## src/rtl/mm2_load_unit.sv

```systemverilog
// mm2_load_unit: memory-stage-2 load return unit.
//
// Takes the load descriptor in the mm1->mm2 pipeline register and waits for
// the data-memory read response. Aligns and sign/zero-extends the returned
// word for writeback. Stalls mm1/mm2 while a response is outstanding and
// drains responses that belong to flushed loads.
//
// Optional feature: define LD_TIMEOUT_EN to force completion (ld_err=1,
// ld_data=0) after TIMEOUT stall cycles without a response. Without it,
// ld_err is tied to 0.
//
// Ports:
//   clk               clock
//   rst_n             synchronous active-low reset
//   flush             pipeline flush; kills the load in mm2
//   mm2_mm_re         load in mm2 with a request outstanding
//   mm2_mm_access_sz  00 byte, 01 half, 10/11 word
//   mm2_mm_addr_l     address bits [1:0]
//   mm2_ld_unsigned   1 = zero-extend, 0 = sign-extend
//   data_rvalid       read response valid (one pulse per request)
//   data_rdata        read response word
//   stall             hold mm1/mm2 pipeline registers (combinational)
//   ld_valid          ld_data valid this cycle (registered)
//   ld_data           aligned, extended load result (registered)
//   ld_err            forced completion by timeout (registered)
module mm2_load_unit #(
  parameter int unsigned TIMEOUT = 64
) (
  input  logic        clk,
  input  logic        rst_n,
  input  logic        flush,
  input  logic        mm2_mm_re,
  input  logic [1:0]  mm2_mm_access_sz,
  input  logic [1:0]  mm2_mm_addr_l,
  input  logic        mm2_ld_unsigned,
  input  logic        data_rvalid,
  input  logic [31:0] data_rdata,
  output logic        stall,
  output logic        ld_valid,
  output logic [31:0] ld_data,
  output logic        ld_err
);

  typedef enum logic [1:0] {
    IDLE  = 2'd0,
    WAIT  = 2'd1,
    DONE  = 2'd2,
    DRAIN = 2'd3
  } state_t;

  state_t      state;
  state_t      state_next;
  logic        capture;     // response accepted for the load in mm2
  logic        capture_ok;  // ...and that load was not flushed
  logic        timeout_hit;
  logic [31:0] aligned;
  logic [7:0]  byte_sel;
  logic [15:0] half_sel;

  // State register
  always_ff @(posedge clk) begin
    if (!rst_n) begin
      state <= IDLE;
    end else begin
      state <= state_next;
    end
  end

  // Next-state logic
  always_comb begin
    state_next = state;
    capture    = 1'b0;
    capture_ok = 1'b0;
    unique case (state)
      IDLE: begin
        if (mm2_mm_re) begin
          if (!flush) begin
            if (data_rvalid) begin
              capture    = 1'b1;
              capture_ok = 1'b1;
              state_next = DONE;
            end else if (timeout_hit) begin
              state_next = DONE;
            end else begin
              state_next = WAIT;
            end
          end else if (!data_rvalid) begin
            state_next = DRAIN;
          end
        end
      end
      WAIT: begin
        // A response in the flush cycle still completes the load, but the
        // flush suppresses its ld_valid.
        if (data_rvalid) begin
          capture    = 1'b1;
          capture_ok = !flush;
          state_next = DONE;
        end else if (flush) begin
          state_next = DRAIN;
        end else if (timeout_hit) begin
          state_next = DONE;
        end
      end
      DONE: begin
        state_next = IDLE;
      end
      DRAIN: begin
        if (data_rvalid) begin
          state_next = IDLE;
        end
      end
      default: begin
        state_next = IDLE;
      end
    endcase
  end

  // Output logic: stall
  always_comb begin
    stall = 1'b0;
    unique case (state)
      IDLE:    stall = mm2_mm_re && !flush;
      // A flush without a response releases the pipeline in that cycle.
      WAIT:    stall = data_rvalid || !flush;
      DONE:    stall = 1'b0;
      DRAIN:   stall = mm2_mm_re;
      default: stall = 1'b0;
    endcase
  end

  // Alignment and extension
  always_comb begin
    byte_sel = data_rdata[7:0];
    unique case (mm2_mm_addr_l)
      2'd0: byte_sel = data_rdata[7:0];
      2'd1: byte_sel = data_rdata[15:8];
      2'd2: byte_sel = data_rdata[23:16];
      2'd3: byte_sel = data_rdata[31:24];
      default: byte_sel = data_rdata[7:0];
    endcase
    half_sel = mm2_mm_addr_l[1] ? data_rdata[31:16] : data_rdata[15:0];
    unique case (mm2_mm_access_sz)
      2'b00:   aligned = {{24{!mm2_ld_unsigned && byte_sel[7]}}, byte_sel};
      2'b01:   aligned = {{16{!mm2_ld_unsigned && half_sel[15]}}, half_sel};
      default: aligned = data_rdata;
    endcase
  end

  // Result registers
  always_ff @(posedge clk) begin
    if (!rst_n) begin
      ld_valid <= 1'b0;
      ld_data  <= '0;
    end else begin
      ld_valid <= capture_ok || timeout_hit;
      if (capture) begin
        ld_data <= aligned;
      end else if (timeout_hit) begin
        ld_data <= '0;
      end
    end
  end

`ifdef LD_TIMEOUT_EN
  localparam int unsigned CW = $clog2(TIMEOUT + 1);

  logic [CW-1:0] cnt;
  logic          live_stall;

  // Stall cycles of a live (unflushed) load; a response overrides the count.
  assign live_stall  = ((state == IDLE) && mm2_mm_re && !flush) ||
                       ((state == WAIT) && !flush);
  assign timeout_hit = live_stall && !data_rvalid &&
                       ((32'(cnt) + 32'd1) == TIMEOUT);

  always_ff @(posedge clk) begin
    if (!rst_n) begin
      cnt <= '0;
    end else if (live_stall && (state_next == WAIT)) begin
      cnt <= cnt + 1'b1;
    end else begin
      cnt <= '0;
    end
  end

  always_ff @(posedge clk) begin
    if (!rst_n) begin
      ld_err <= 1'b0;
    end else begin
      ld_err <= timeout_hit;
    end
  end
`else
  logic [31:0] unused_timeout;

  assign unused_timeout = TIMEOUT;
  assign timeout_hit    = 1'b0;
  assign ld_err         = 1'b0;
`endif

endmodule

```

## config.mk

```make
export PLATFORM = sky130hd
export DESIGN_NAME = mm2_load_unit
export DESIGN_NICKNAME = d
export VERILOG_FILES = /design/src/rtl/mm2_load_unit.sv
export SDC_FILE = /design/constraint.sdc
export NUM_CORES = 1
export LEC_CHECK = 0
export ABC_AREA = 1
export BUFFER_PORTS_ARGS = -buffer_cell sky130_fd_sc_hd__clkbuf_2
export CORE_MARGIN = 2
export CORE_UTILIZATION = 35
export DETAILED_ROUTE_END_ITERATION = 10
export GPL_TIMING_DRIVEN = 0
export SLEW_MARGIN = 0
export SYNTH_ARGS = -nofsm -noshare
export SYNTH_HDL_FRONTEND = slang
export SYNTH_SLANG_ARGS = --single-unit
export TNS_END_PERCENT = 5
```

## constraint.sdc

```tcl
create_clock -name clk -period 1.8 [get_ports clk]
set_input_delay 0 -clock clk [delete_from_list [all_inputs] [get_ports clk]]
set_output_delay 0 -clock clk [all_outputs]
set_load 0.02 [all_outputs]
```

# ---- Word-level counts from Yosys, hierarchy flattened
# Index checks and enable logic that the tools add are counted.
dict set report op_classes {
  eq_ne 11
  n_mux 18
  n_reduce_logical 10
}
# operator n
set ops {}
lappend ops {{one-hot mux 32 bit (2 select lines)} 1}
lappend ops {{one-hot mux 8 bit (4 select lines)} 1}
lappend ops {{2-to-1 mux 16 bit} 1}
lappend ops {{2-to-1 mux 2 bit} 7}
lappend ops {{== test 2 bit, second input constant} 4}
lappend ops {{one-hot mux 2 bit (4 select lines)} 1}
lappend ops {{== test 2 x 1 -> 1 bit, second input constant} 3}
lappend ops {{zero test 2 bit} 3}
lappend ops {{!= test 3 bit, second input constant} 2}
lappend ops {{2-to-1 mux 1 bit} 4}
lappend ops {{!= test 2 bit, second input constant} 2}
lappend ops {{one-hot mux 1 bit (2 select lines)} 2}
lappend ops {{one-hot mux 1 bit (4 select lines)} 1}
lappend ops {{AND reduction 4 bit} 1}
lappend ops {{logical AND 1 bit} 3}
lappend ops {{zero test 1 bit} 2}
lappend ops {{logical OR 1 bit} 1}
dict set report totals {
  register_bits 35
  in_bits 42
  out_inout_bits 35
}

# ---- Depth between registers and ports, before layout
# Gate-level depths: netlist of the first run.
dict set report depth {
  ltp_word 4
  mapped_depth 10
  mapped_depth_nobuf 9
}

# ---- Worst setup path after synthesis of the first run
# No wires, ideal clock.
dict set report synth_timing {
  kind {reg-to-reg}
  from {reg state[1]}
  to {reg ld_data[13]}
  arrival_time_ps 1097
  required_time_ps 1678
  slack_ps 582
  path_stages_with_launch 10
  synth_period_minus_slack_ps 1218
  path_cell_list {dfxtp_1 > inv_2 > nand2_2 > inv_1 > nand2_1 > nand2_2 > buf_6 > buf_6 > o21ai_1 > a21oi_1}
}
dict set report synth_via {
  elab_chain_cells 2
  word_cells_on_any_way 3
  classes_between {1 x eq/ne; 1 x mux; 1 x reduce/logical}
}
# element line
set synth_lines {}
lappend synth_lines {{start, declared} 51} ;# state_t state;
lappend synth_lines {{start signal, assigned} 65} ;# state <= state_next;
lappend synth_lines {{== test 2 x 1 -> 1 bit or zero test 2 bit (tied branches)} 74} ;# unique case (state)
lappend synth_lines {{one-hot mux 1 bit (2 select lines) (*)} 74}
lappend synth_lines {{end signal, assigned} 158} ;# ld_data <= aligned;
lappend synth_lines {{end, declared} 40} ;# output logic [31:0] ld_data,
# Mark *: on every way between the ends. The rest lies on a longest branch, timed or not.
# A chain may end at the register's enable or synchronous reset.

# ---- Worst setup path in the final report of the first run
dict set report layout_timing {
  from {reg state[1]}
  to {reg ld_data[10]}
}
# Same word-level chain as after synthesis.

==> results_dict.tcl, run 1 <==
set metrics [dict create \
    wl_met2_um 2900 \
    crit_family "flip-flops" \
    setup_viol 0 \
    cts_sinks 35 \
    fp-row-count 29 \
    drc 0 \
    core_sq_um 6310 \
    yosys_warnings 0 \
    pin_count 77 \
    drive_gt1_share_pct 22.4 \
    critPathMostFrequentCell "nand2_2" \
    finalHoldViolCount 0 \
    final_cell_area_sq_um 2820 \
    clock_latency_ns 0.29 \
    ys_ff_latch 35 \
    dr_wl_met3_um 394 \
    critPathSlowestCell "dfxtp_1" \
    start_util_pct 36.0 \
    crit_path_start_kind "register" \
    power.internal_uw 1430 \
    power_uw 2270 \
    r2r_cells 8 \
    period_needed_ns 1.40 \
    dp_hpwl_um 5140 \
    port_buffers 73 \
    antenna_found_initial 0 \
    cts_tree "done" \
    hold_depth 3 \
    vias 2580 \
    cts_inserted_buffers 5 \
    fin_worst_skew_ns 0.00736 \
    seq_area_frac_synth_pct 30.8 \
    pwr-share-seq_pct 41.3 \
    vdd_drop_max_mv 0.333 \
    max_stage_delay_ns 0.46 \
    die_h_um 84.6 \
    multiInputGateArea_sq_um 1180 \
    arrival_ns 1.57 \
    clockBufferDepth 2 \
    synth_top_area_share_pct 30.8 \
    m1WireLength_um 3150 \
    worstPathRequired_ns 1.97 \
    hold_path.class "in2reg" \
    syn_area_sq_um 2280 \
    holdCritStartpoint "mm2_mm_re" \
    synth_largest_area_cell "dfxtp_1" \
    clock.fmax_mhz 712 \
    areaGrowthSynthToFinish_pct 23.9 \
    whs_endpoint "ld_valid" \
    synthCells 396 \
    final_nets 518 \
    p_leak_uw 0.00182 \
    diodes 0 \
    p_sw_uw 839 \
    wl_um 6510 \
    gp_congestion 0.886 \
    htreeDepth 2 \
    ant_nets 0 \
    drt_pass1_iterations 4 \
    grt_max_degree 11 \
    ff2ff_setup_slack_ns 0.40 \
    fin_tns_setup_ns 0 \
    worstSetupPathType "reg2reg" \
    comb_power_share_pct 34.2 \
    cts_setup_buffers 0 \
    dpl-instance-area_sq_um 2740 \
    final_core_util_pct 44.6 \
    n_fill_cell 723 \
    ys_top_cells_by_area "dfxtp_1, nand2_1, inv_1, nand3_1, o21ai_0" \
    switching_share_pct 37.0 \
    syn-num-nets 438 \
    clk_pin_slew_worst_paths_ns 0.07 \
    overflow 0 \
    cap_violations 0 \
    dieWidth_um 84.6 \
    grt_pass1_vias 2434 \
    r2r_start "state[1]" \
    final_max_slew_viol_count 0 \
    outcome "completed" \
    drt_first_iter_violations 96 \
    power_density_nw_per_um2 804 \
    clkPwrFrac_pct 24.5 \
    crit_buf_inv 3 \
    rsz0062_at_grt "false" \
    min_period_over_period_pct 78.0 \
    viasPerCell 4.66 \
    dieArea_sq_um 7160 \
    holdBufCountCts 0 \
    critPathCaptureType "register" \
    highest_layer "met4" \
    ff_latch_area_sq_um 701 \
    postCtsResizedCells 0 \
    yosys.cell_types.count 26 \
    r2r_end "ld_data[10]" \
    path_cells "inv_2, nand2_2, inv_1, nand2_1, nand2_2, clkbuf_2, o21ai_0, a21oi_1" \
    clockRootBuffer "clkbuf_8" \
    grtUsageTotal_pct 18.6 \
    grt_pass1_wl_um 10900 \
    synth_area_per_cell_sq_um 5.75 \
    critical_path.max_fanout 10 \
    wire_per_inst_um 11.8 \
]
## worst max-delay path by stage
stage / startpoint / to / slack, ns / cells past startpoint
after CTS: state[1] / ld_data[12] / 0.39 / 8
after global placement: state[1] / ld_data[11] / 0.43 / 8
after detailed placement: state[1] / ld_data[12] / 0.41 / 8
after global routing: state[1] / ld_data[24] / 0.26 / 10
final: state[1] / ld_data[10] / 0.40 / 8
after floorplan: state[1] / ld_data[13] / 0.58 / 9
## power groups by stage
stage               combinational (uW)  sequential [uW]  clock [uW]
CTS                                781              936         581
detailed placement                 776              954           0
floorplan                          410             1060           0
global placement                   771              952           0
global route                       868              949         617
finish                             775              936         555
## placed cells by master, fill, tap and decap left out
master and count:
o21bai_1 2, clkbuf_8 5, inv_1 71, inv_2 3
o21a_1 1, clkbuf_1 7, nand2_1 132, nor2_4 2
clkinv_2 1, o21ai_0 28, clkbuf_2 74, a31oi_1 1
buf_2 6, nand2_2 3, or2_2 1, a21oi_2 1
buf_1 1, nand3_2 3, a21oi_1 19, o21ai_1 8
buf_6 3, o22ai_1 1, nor2_1 33, dfxtp_1 35
nand3_1 30, nor2_2 1, buf_4 4, conb_1 1
## sequential cells by signal (all words and copies together), names as in the netlist
signal / flops
ld_data: 32
state: 2
ld_valid: 1
## per-stage QoR
stage / setup WS [ns] / hold slack, ns / cells
floorplan: 0.582 / 0.165 / 396
global placement: 0.433 / 0.325 / 546
detailed placement: 0.413 / 0.330 / 546
CTS: 0.391 / 0.0174 / 554
global route: 0.262 / 0.0393 / 554
finish: 0.395 / 0.0281 / 554
## metal layers
layer / vias to the layer above / track usage (%)
li1: 1355 / -
met1: 1150 / 25.0
met2: 69 / 30.0
met3: 6 / 4.13
met4: 0 / 5.34
met5: - / 0
## cells by family (layout without fill, tap and decap cells)
group | Yosys count | count (layout) | synth area share (%)
buf+inv | 94 | 175 | 17.5
simple gates | 205 | 205 | 37.5
flops | 35 | 35 | 30.8
compound gates | 61 | 61 | 14.0
other cells | 1 | 1 | 0.165
## worst min-delay path, delay by kind of cell
family / cells / cell delay [ns]
AO/OA/AOI/OAI: 1 / 0.06
AND/OR/NAND/NOR: 1 / 0.09
buffers and inverters: 1 / 0.12
## Yosys cell counts, drive strengths merged
cell    instances
clkbuf          6
o22ai           1
o21bai          2
nand3          33
dfxtp          35
o21a            1
a21oi          20
or2             1
nor2           36
conb            1
a31oi           1
inv            74
buf            14
o21ai          36
nand2         135
## final cells by class
| class | instances | share of cell area [%] |
|---|---|---|
| multi-input cells | 267 | 41.7 |
| flip-flops and latches | 35 | 24.9 |
| repair buffers | 73 | 13.0 |
| inverters | 74 | 9.85 |
| plain buffers | 20 | 4.31 |
| well taps | 77 | 3.42 |
| clock buffers | 7 | 2.71 |
| clock inverters | 1 | 0.178 |
(Power assumes the default switching activity.)
==> run 2, diff against run 1 <==
clock period = 1.3 ns   (was 1.8 ns; I/O delays follow)
==> run 2 against run 1 <==
- worst setup slack lost 0.38 ns
- sequential power grew 40%
- cell count rose by 1.1%
- first-iteration DRC count increased by 14%
- clock-buffer cell count stayed put
- wire length up 6.9%
- largest cell class unchanged
- largest power group unchanged
==> results_dict.tcl, run 2 (synthesized netlist as in run 1, its figures left out) <==
set metrics [dict create \
    clock_latency_ns 0.29 \
    fin_tns_setup_ns 0 \
    dieWidth_um 84.6 \
    vdd_drop_max_mv 0.463 \
    final_cell_mix "nand2_1, clkbuf_2, inv_1" \
    largest-register "ld_data" \
    holdCritStartpoint "flush" \
    grtUsageTotal_pct 18.8 \
    viasPerCell 4.76 \
    wl_um 6970 \
    ff2ff_setup_slack_ns 0.02 \
    wire_per_inst_um 12.4 \
    rsz0062_at_grt "true" \
    min_period_over_period_pct 98.7 \
    final_cell_area_sq_um 3040 \
    cts_sinks 35 \
    gp_congestion 0.886 \
    clk_pin_slew_worst_paths_ns 0.07 \
    dp_hpwl_um 5140 \
    ff_latch_area_sq_um 708 \
    critPathSlowestCell "dfxtp_4" \
    grt_max_degree 11 \
    die_h_um 84.6 \
    multiInputGateArea_sq_um 1280 \
    grt_pass1_vias 2436 \
    crit_path_start_kind "register" \
    port_buffers 73 \
    whs_endpoint "ld_valid" \
    hold_path.class "in2reg" \
    n_fill_cell 705 \
    final_common_cell "nand2_1" \
    overflow 0 \
    drive_gt1_share_pct 28.2 \
    path_cells "inv_4, nand2_4, inv_2, nand2_2, nand2_4, buf_8, buf_8, o21ai_2, a21oi_1" \
    r2r_end "ld_data[13]" \
    r2r_cells 9 \
    finalHoldViolCount 0 \
    core_sq_um 6310 \
    drt_first_iter_violations 109 \
    dieArea_sq_um 7160 \
    final_core_util_pct 48.1 \
    clock.fmax_mhz 779 \
    critPathCaptureType "register" \
    vias 2664 \
    critical_path.max_fanout 6 \
    areaGrowthSynthToFinish_pct 33.5 \
    largest_reg_flops 32 \
    power_uw 3340 \
    drt_pass1_iterations 4 \
    dpl-instance-area_sq_um 2740 \
    cts_tree "done" \
    pin_count 77 \
    clockRootBuffer "clkbuf_8" \
    top_regs "ld_data: 32 flops, state: 2 flops, ld_valid: 1 flops" \
    htreeDepth 2 \
    antenna_found_initial 0 \
    grt_pass1_wl_um 11000 \
    fin_ws_ns 0.0170 \
    hold_depth 4 \
    p_leak_uw 0.00188 \
    worstPathRequired_ns 1.48 \
    place_ws_ns -0.0873 \
    final_nets 524 \
    start_util_pct 36.0 \
    outcome "completed" \
    setup_viol 0 \
    fin_worst_skew_ns 0.00640 \
    final_max_slew_viol_count 0 \
    slew_headroom_pct 61.5 \
    fp-row-count 29 \
    drc 0 \
    r2r_start "state[1]" \
    max_stage_delay_ns 0.40 \
    worstSetupPathType "reg2reg" \
    diodes 0 \
    arrival_ns 1.46 \
    cts_inserted_buffers 5 \
    power_density_nw_per_um2 1100 \
    period_needed_ns 1.28 \
    clockBufferDepth 2 \
    ant_nets 0 \
    cap_violations 0 \
    holdBufCountCts 0 \
    worst_slew_pin_slew_ns 0.578 \
]
[run 2: cell types whose count changed in the layout (fill, tap and decap cells not counted), sizes merged]
cell    change
clkbuf      +1
buf         +5
[run 2: worst max-delay path: cells and delay by family (launching register included)]
family | cells | cell delay [ns]
buf+inv | 4 | 0.38
simple gates | 3 | 0.22
flops | 1 | 0.40
compound gates | 2 | 0.16
[run 2: per-stage QoR]
stage	std cells	hold slack (ns)
6_report	560	0.0472
5_1_grt	560	0.0756
4_1_cts	554	0.0174
3_5_place_dp	546	0.330
3_3_place_gp	546	0.325
2_1_floorplan	396	0.165
[run 2: where the power goes]
group / total, uW / internal [uW] / switching [uW]
sequential: 1310 / 1220 / 94.4
clock: 774 / 376 / 398
combinational: 1250 / 489 / 763
total: 3340 / 2090 / 1260
[run 2: metal layers]
layer | vias up | track usage [%] | routed length, um
li1 | 1368 | - | -
met1 | 1217 | 25.1 | 3190
met2 | 75 | 30.4 | 3300
met3 | 4 | 4.13 | 425
met4 | 0 | 5.34 | 58
met5 | - | 0 | 0
[run 2: layout make-up]
cell class,instances,area share [%]
sequential,35,23.3
clock inverter,1,0.165
tap,77,3.17
timing repair buffer,79,14.8
multi-input combinational,267,42.1
inverter,74,9.23
buffer,20,4.70
clock buffer,7,2.51
[run 2: what timing repair did]
item	CTS	global route
resized for setup	7	46
setup buffers	0	2
endpoints found under the setup margin	30	29
pin swaps	1	5
gates cloned	0	4
[run 2: how the worst max path moves through the flow]
stage	startpoint	endpoint	slack [ns]
floorplan	state[1]	ld_data[13]	0.08
global placement	state[1]	ld_data[11]	-0.07
detailed placement	state[1]	ld_data[12]	-0.09
CTS	state[1]	ld_data[31]	0.0004
global route	state[1]	ld_data[15]	-0.05
finish	state[1]	ld_data[13]	0.02
